==> src/rtl/tracer_pkg.sv <==
// rtl/tracer_pkg.sv - shared constants, entry layout and word-count helper for the trace serializer
package tracer_pkg;

    localparam int unsigned TRACE_WORD_WIDTH = 16;
    localparam int unsigned TRACE_PKT_WIDTH  = 64;
    localparam int unsigned TRACE_LEN_WIDTH  = 7;

    // Layout of one buffered packet at the default sizes; the serializer
    // declares the same shape sized from its own parameters.
    typedef struct packed {
        logic [TRACE_PKT_WIDTH-1:0] payload;
        logic [TRACE_LEN_WIDTH-1:0] len;
    } trace_entry_t;

    // Number of output words needed to carry len_bits of payload.
    function automatic int unsigned words_for_len(input int unsigned len_bits);
        return (len_bits + TRACE_WORD_WIDTH - 1) / TRACE_WORD_WIDTH;
    endfunction

endpackage

==> src/rtl/tracer_pkt_fifo.sv <==
// rtl/tracer_pkt_fifo.sv - synchronous packet FIFO with head and head+1 peek
// Ports: i_clk/i_rst_n clock and async active-low reset; i_flush empties the
// buffer; i_push/i_wdata write; i_pop removes the head; o_head/o_next show the
// head and the entry behind it; o_full/o_empty/o_count give occupancy.
// A push while full is accepted when a pop happens on the same edge.
module tracer_pkt_fifo #(
    parameter int WIDTH = 8,
    parameter int DEPTH = 4
) (
    input  logic                     i_clk,
    input  logic                     i_rst_n,
    input  logic                     i_flush,
    input  logic                     i_push,
    input  logic [WIDTH-1:0]         i_wdata,
    input  logic                     i_pop,
    output logic [WIDTH-1:0]         o_head,
    output logic [WIDTH-1:0]         o_next,
    output logic                     o_full,
    output logic                     o_empty,
    output logic [$clog2(DEPTH):0]   o_count
);

    localparam int AW = $clog2(DEPTH);

    logic [WIDTH-1:0] r_mem [DEPTH];
    logic [AW-1:0]    r_wr_ptr;
    logic [AW-1:0]    r_rd_ptr;
    logic [AW:0]      r_count;
    logic             w_do_push;
    logic             w_do_pop;

    assign o_full    = (r_count == (AW+1)'(DEPTH));
    assign o_empty   = (r_count == '0);
    assign o_count   = r_count;
    assign w_do_pop  = i_pop & ~o_empty & ~i_flush;
    assign w_do_push = i_push & (~o_full | w_do_pop) & ~i_flush;

    always_ff @(posedge i_clk or negedge i_rst_n) begin
        if (!i_rst_n) begin
            r_wr_ptr <= '0;
            r_rd_ptr <= '0;
            r_count  <= '0;
        end else if (i_flush) begin
            r_wr_ptr <= '0;
            r_rd_ptr <= '0;
            r_count  <= '0;
        end else begin
            if (w_do_push) r_wr_ptr <= r_wr_ptr + AW'(1);
            if (w_do_pop)  r_rd_ptr <= r_rd_ptr + AW'(1);
            case ({w_do_push, w_do_pop})
                2'b10:   r_count <= r_count + (AW+1)'(1);
                2'b01:   r_count <= r_count - (AW+1)'(1);
                default: r_count <= r_count;
            endcase
        end
    end

    always_ff @(posedge i_clk) begin
        if (w_do_push) r_mem[r_wr_ptr] <= i_wdata;
    end

    // DEPTH is a power of two, so pointer arithmetic wraps naturally.
    assign o_head = r_mem[r_rd_ptr];
    assign o_next = r_mem[r_rd_ptr + AW'(1)];

endmodule

==> src/rtl/tracer_packet_serializer.sv <==
// rtl/tracer_packet_serializer.sv - buffers trace packets and emits them as 16-bit valid/ready words
// Ports: clk_i/rst_ni clock and async active-low reset; enable_i gates new
// packets; flush_i drops buffer and in-flight word; clr_cnt_i clears the drop
// counter; packet_i/packet_len_i/packet_valid_i are the unstallable packet
// strobe; data_o/valid_o/last_o/ready_i the word stream; busy_o, overflow_o and
// dropped_cnt_o report activity and dropped packets.
module tracer_packet_serializer
    import tracer_pkg::*;
#(
    parameter int PACKET_WIDTH = 64,
    parameter int LEN_WIDTH    = 7,
    parameter int FIFO_DEPTH   = 4,
    parameter int CNT_WIDTH    = 16
) (
    input  logic                    clk_i,
    input  logic                    rst_ni,
    input  logic                    enable_i,
    input  logic                    flush_i,
    input  logic                    clr_cnt_i,
    input  logic [PACKET_WIDTH-1:0] packet_i,
    input  logic [LEN_WIDTH-1:0]    packet_len_i,
    input  logic                    packet_valid_i,
    output logic [15:0]             data_o,
    output logic                    valid_o,
    output logic                    last_o,
    input  logic                    ready_i,
    output logic                    busy_o,
    output logic                    overflow_o,
    output logic [CNT_WIDTH-1:0]    dropped_cnt_o
);

    localparam int NUM_WORDS = PACKET_WIDTH / TRACE_WORD_WIDTH;
    localparam int IDX_W     = (NUM_WORDS > 1) ? $clog2(NUM_WORDS) : 1;
    localparam int FCNT_W    = $clog2(FIFO_DEPTH) + 1;
    localparam logic [LEN_WIDTH-1:0] LEN_MAX = LEN_WIDTH'(PACKET_WIDTH);

    typedef struct packed {
        logic [NUM_WORDS-1:0][TRACE_WORD_WIDTH-1:0] payload;
        logic [LEN_WIDTH-1:0]                       len;
    } entry_t;

    typedef enum logic {S_EMPTY, S_FULL} state_t;

    function automatic logic [IDX_W-1:0] last_idx(input logic [LEN_WIDTH-1:0] len);
        return IDX_W'(words_for_len(32'(len)) - 1);
    endfunction

    state_t                     r_state, w_state_nxt;
    logic [IDX_W-1:0]           r_idx, w_idx_nxt, w_idx_inc;
    logic [15:0]                r_data, w_data_nxt;
    logic                       r_last, w_last_nxt;
    logic                       r_ovf;
    logic [CNT_WIDTH-1:0]       r_cnt;

    logic [LEN_WIDTH-1:0]       w_len_clamped;
    logic [PACKET_WIDTH-1:0]    w_pkt_masked;
    entry_t                     w_in_entry, w_head, w_fifo_next, w_next;
    logic                       w_accept, w_push, w_pop, w_drop, w_next_avail;
    logic                       w_fifo_full, w_fifo_empty;
    logic [FCNT_W-1:0]          w_fifo_count;

    // Payload bits at or above the (clamped) length are zeroed on entry, so
    // the final word needs no masking on the way out.
    always_comb begin
        w_len_clamped = (packet_len_i > LEN_MAX) ? LEN_MAX : packet_len_i;
        for (int i = 0; i < PACKET_WIDTH; i++) begin
            w_pkt_masked[i] = packet_i[i] & (i < int'(w_len_clamped));
        end
        w_in_entry.payload = w_pkt_masked;
        w_in_entry.len     = w_len_clamped;
    end

    // The head stays in the FIFO while its words are on the output, so it
    // still occupies a slot; it is popped as its last word is accepted.
    assign w_accept = packet_valid_i & enable_i & ~flush_i & (packet_len_i != '0);
    assign w_pop    = (r_state == S_FULL) & ready_i & r_last & ~flush_i;
    assign w_push   = w_accept & (~w_fifo_full | w_pop);
    assign w_drop   = w_accept & w_fifo_full & ~w_pop;

    // Packet following the head: buffered behind it, or arriving this cycle
    // when the head is alone, which keeps packet boundaries bubble-free.
    assign w_next_avail = (w_fifo_count >= FCNT_W'(2)) | w_push;
    assign w_next       = (w_fifo_count >= FCNT_W'(2)) ? w_fifo_next : w_in_entry;
    assign w_idx_inc    = r_idx + IDX_W'(1);

    tracer_pkt_fifo #(
        .WIDTH ($bits(entry_t)),
        .DEPTH (FIFO_DEPTH)
    ) u_fifo (
        .i_clk   (clk_i),
        .i_rst_n (rst_ni),
        .i_flush (flush_i),
        .i_push  (w_push),
        .i_wdata (w_in_entry),
        .i_pop   (w_pop),
        .o_head  (w_head),
        .o_next  (w_fifo_next),
        .o_full  (w_fifo_full),
        .o_empty (w_fifo_empty),
        .o_count (w_fifo_count)
    );

    always_ff @(posedge clk_i or negedge rst_ni) begin
        if (!rst_ni) begin
            r_state <= S_EMPTY;
            r_idx   <= '0;
            r_data  <= '0;
            r_last  <= 1'b0;
            r_ovf   <= 1'b0;
            r_cnt   <= '0;
        end else begin
            r_state <= w_state_nxt;
            r_idx   <= w_idx_nxt;
            r_data  <= w_data_nxt;
            r_last  <= w_last_nxt;
            r_ovf   <= w_drop;
            if (clr_cnt_i) begin
                r_cnt <= w_drop ? CNT_WIDTH'(1) : '0;
            end else if (w_drop && (r_cnt != '1)) begin
                r_cnt <= r_cnt + CNT_WIDTH'(1);
            end
        end
    end

    always_comb begin
        w_state_nxt = r_state;
        w_idx_nxt   = r_idx;
        w_data_nxt  = r_data;
        w_last_nxt  = r_last;
        if (flush_i) begin
            w_state_nxt = S_EMPTY;
            w_idx_nxt   = '0;
            w_data_nxt  = '0;
            w_last_nxt  = 1'b0;
        end else begin
            case (r_state)
                S_EMPTY: begin
                    if (!w_fifo_empty) begin
                        w_state_nxt = S_FULL;
                        w_idx_nxt   = '0;
                        w_data_nxt  = w_head.payload[0];
                        w_last_nxt  = (last_idx(w_head.len) == '0);
                    end
                end
                S_FULL: begin
                    if (ready_i) begin
                        if (r_last) begin
                            w_idx_nxt = '0;
                            if (w_next_avail) begin
                                w_data_nxt = w_next.payload[0];
                                w_last_nxt = (last_idx(w_next.len) == '0);
                            end else begin
                                w_state_nxt = S_EMPTY;
                                w_last_nxt  = 1'b0;
                            end
                        end else begin
                            w_idx_nxt  = w_idx_inc;
                            w_data_nxt = w_head.payload[w_idx_inc];
                            w_last_nxt = (w_idx_inc == last_idx(w_head.len));
                        end
                    end
                end
            endcase
        end
    end

    assign data_o        = r_data;
    assign valid_o       = (r_state == S_FULL);
    assign last_o        = r_last;
    assign busy_o        = ~w_fifo_empty | (r_state == S_FULL);
    assign overflow_o    = r_ovf;
    assign dropped_cnt_o = r_cnt;

endmodule

==> config.mk <==
export PLATFORM = sky130hd
export DESIGN_NAME = tracer_packet_serializer
export DESIGN_NICKNAME = d
export VERILOG_FILES = /design/src/rtl/tracer_pkg.sv /design/src/rtl/tracer_pkt_fifo.sv /design/src/rtl/tracer_packet_serializer.sv
export SDC_FILE = /design/constraint.sdc
export NUM_CORES = 1
export LEC_CHECK = 0
export CAP_MARGIN = 10
export CORE_MARGIN = 2
export CORE_UTILIZATION = 60
export DETAILED_ROUTE_END_ITERATION = 6
export DONT_BUFFER_PORTS = 1
export PLACE_DENSITY_LB_ADDON = 0.05
export SYNTH_ARGS = -nofsm -noshare
export SYNTH_HDL_FRONTEND = slang
export SYNTH_HIERARCHICAL = 1
export SYNTH_SLANG_ARGS = --single-unit
export TNS_END_PERCENT = 100
==> constraint.sdc <==
create_clock -name clk_i -period 10.51 [get_ports clk_i]
set_input_delay 2.6275 -clock clk_i [delete_from_list [all_inputs] [get_ports clk_i]]
set_output_delay 2.6275 -clock clk_i [all_outputs]
set_load 0.03 [all_outputs]
==> impl_results.md <==
* Critical Path AT at approximately 5.4 ns
* Slew HR at between 20% and 30%
* Met2 usage at between 40 and 50%
* Leakage power total at between 5 and 6 nW
* DP Area at between 15000 and 20000 um2
* RSZ-0062 raised after global routing: false
* TritonCTS Sinks at roughly 320
* Final setup TNS at 0 ns
* DP HPWL at about 24000 um
* Period utilization at about half
* Clk pin slew, worst setup/hold paths at about 0.060 ns
* Syn Nets at just over 1k
* Num rows at 57
* Root buf cell: clkbuf_16
* DR DRC count at 0
* Grt peak-use layer: met2
* Layout cells sized above 1 at between 10% and 20%
* Worst-Margin Slew at 1.150 ns
* Worst Path Buf+Inv at 3
* Height of the chip at 162.1 um
* Pre-antenna DRT Iters at 5
* Drt wl/cell at roughly 29 um
* Initial DRC Count at between 1k and 1.5k
* Worst setup path category: in2reg
* Vias in the first global route at a little under 9k
* Vias per cell at slightly below 7
* Die width at between 150 and 200 um
* WP data required at 10.64 ns
* Global-route wire length before repair at 54290 um
* Mean Syn Cell Area at 15.81 um2
* TritonCTS buffer count at 35
* Antenna Nets Post-Route at 0
* Clock skew at about 0.018 ns
* Max-Cap Viols at 0
* Final std cell area, no fill at approximately 16000 um2
* Post-CTS setup buffer count at 0
* Total core area at 24460 um2
* Crit-path cells: nor4_2 > buf_4 > a211o_4 > nor2_1 > inv_1 > nor3_1 > and2_4 > buf_4
* GRT overflow at 0
* Slowest-stage cell, CP: buf_4
* Startpoint type of the worst setup path: primary input
* Post_cts resized at 0
* Max Transition Viols Final at 0
* Final min period at about 5.3 ns
* Gr usage total at approximately 28%
* CP max stage delay at 0.83 ns
* Final core utilization at 66.43%
* CTS tree: done
* Mapped Area at 15010 um2
* Clock Path Buffers at 3
* Initial Util at between 60% and 70%
* Critical Path End Type: flip-flop
* Delay-heaviest family, CP: buffers and inverters
* Met1 Use GR at 38.20%
* Top cell by count, worst path: buf_4
* Status: complete, no violations
* H-Tree Depth at 2
* # IOs at between 100 and 150
* M3 GR Usage at 7.661%
* Max Fclk at around 190 MHz
* Final Hold Fails at 0
* Clk_lat worst skew at roughly 0.52 ns
* Final Wtd Congestion at 0.8429
* Worst-path maximum fanout at 70
* # hold bufs at CTS at 0
* # setup viols final at 0
* Die area at around 26000 um2
* Syn Inst Count at 949
* Total power at between 2 and 3 mW
* IO buf count at 0
* Power per cell area at ~170 nW/um2
* Area grow syn2layout at 8.297%
* Initial antenna violation count at 4
* Syn. warnings at 6
* Peak supply drop at about 0.00013 V
* Largest net degree at the start of global routing at 71
* Via count at approximately 9k
* HP Class: reg2reg
* Fin nets at 1018
* Total Wirelength at between 30000 and 40000 um
[cell type report]
cell class,count,area (um2)
clock inverter,13,121.4
multi-input combinational,543,5089
sequential,324,9517
antenna,5,12.51
clock buffer,46,948.4
fill,1669,8212
inverter,16,60.06
timing repair buffer,13,97.59
tap,324,405.4
[sequential cells by signal, summed over array words and instances (netlist names), 2 cells and up]
name,flops
r_idx,2
data_o,16
u_fifo/r_wr_ptr,2
u_fifo/r_rd_ptr,2
u_fifo/o_count,3
u_fifo/r_mem,280
dropped_cnt_o,16
[routing by layer]
metal	routed length [um]	up-vias
met1	13870	4538
met4	1372	2
met5	13	-
li1	-	3780
met2	17600	480
met3	3793	81
[path summary, 6_finish.rpt]
kind | start | to | slack, ns | cells after the start
max in group asynchronous | rst_ni | data_o[5] | 8.59 | 0
worst max-delay path | packet_len_i[6] | u_fifo/r_mem[3][56] | 5.20 | 8
worst max register to register | u_fifo/r_rd_ptr[0] | data_o[1] | 6.43 | 8
min in group asynchronous | rst_ni | u_fifo/r_rd_ptr[1] | 1.81 | 0
worst min-delay path | u_fifo/r_wr_ptr[1] | u_fifo/r_wr_ptr[1] | 0.62 | 2
worst min register to register | u_fifo/r_wr_ptr[1] | u_fifo/r_wr_ptr[1] | 0.62 | 2
[where the power goes]
part | switching, mW | total (mW) | internal (mW) | leakage (nW)
Clock | 0.476 | 1.16 | 0.683 | 0.520
Sequential | 0.0183 | 1.43 | 1.42 | 3.15
Combinational | 0.0794 | 0.117 | 0.0372 | 1.55
[layout by cell type, fill, tap and decap left out, drive strengths merged, types with 7 or more instances in the layout]
master / n
nand4: 7
a21oi: 54
inv: 16
nor2b: 31
mux4: 94
o22ai: 7
or3: 8
nand3: 14
o221ai: 9
nor2: 55
o21a: 22
a32o: 9
mux2: 15
dfrtp: 44
o21ai: 31
clkinv: 11
and3: 9
nand2: 33
buf: 13
a21boi: 15
and2: 19
clkbuf: 46
mux2i: 9
edfxtp: 280
[metrics by stage]
step                hold WS [ns]  worst slack, ns  cells
floorplan                 0.5603            4.572    949
global placement          0.5912            4.821   1220
detailed placement        0.6077            4.742   1220
CTS                       0.6159            5.269   1279
global route              0.6454            5.015   1281
finish                    0.6178            5.199   1284
[worst reg2reg max path: stages (launching register included)]
cell	delay, ns
dfrtp_4	0.92
buf_4	0.61
buf_4	0.58
mux4_2	0.61
mux2_2	0.29
o221ai_1	0.44
a21oi_1	0.15
a221oi_1	0.28
o2bb2ai_1	0.09
No activity file was read; power rests on OpenSTA's default activity.
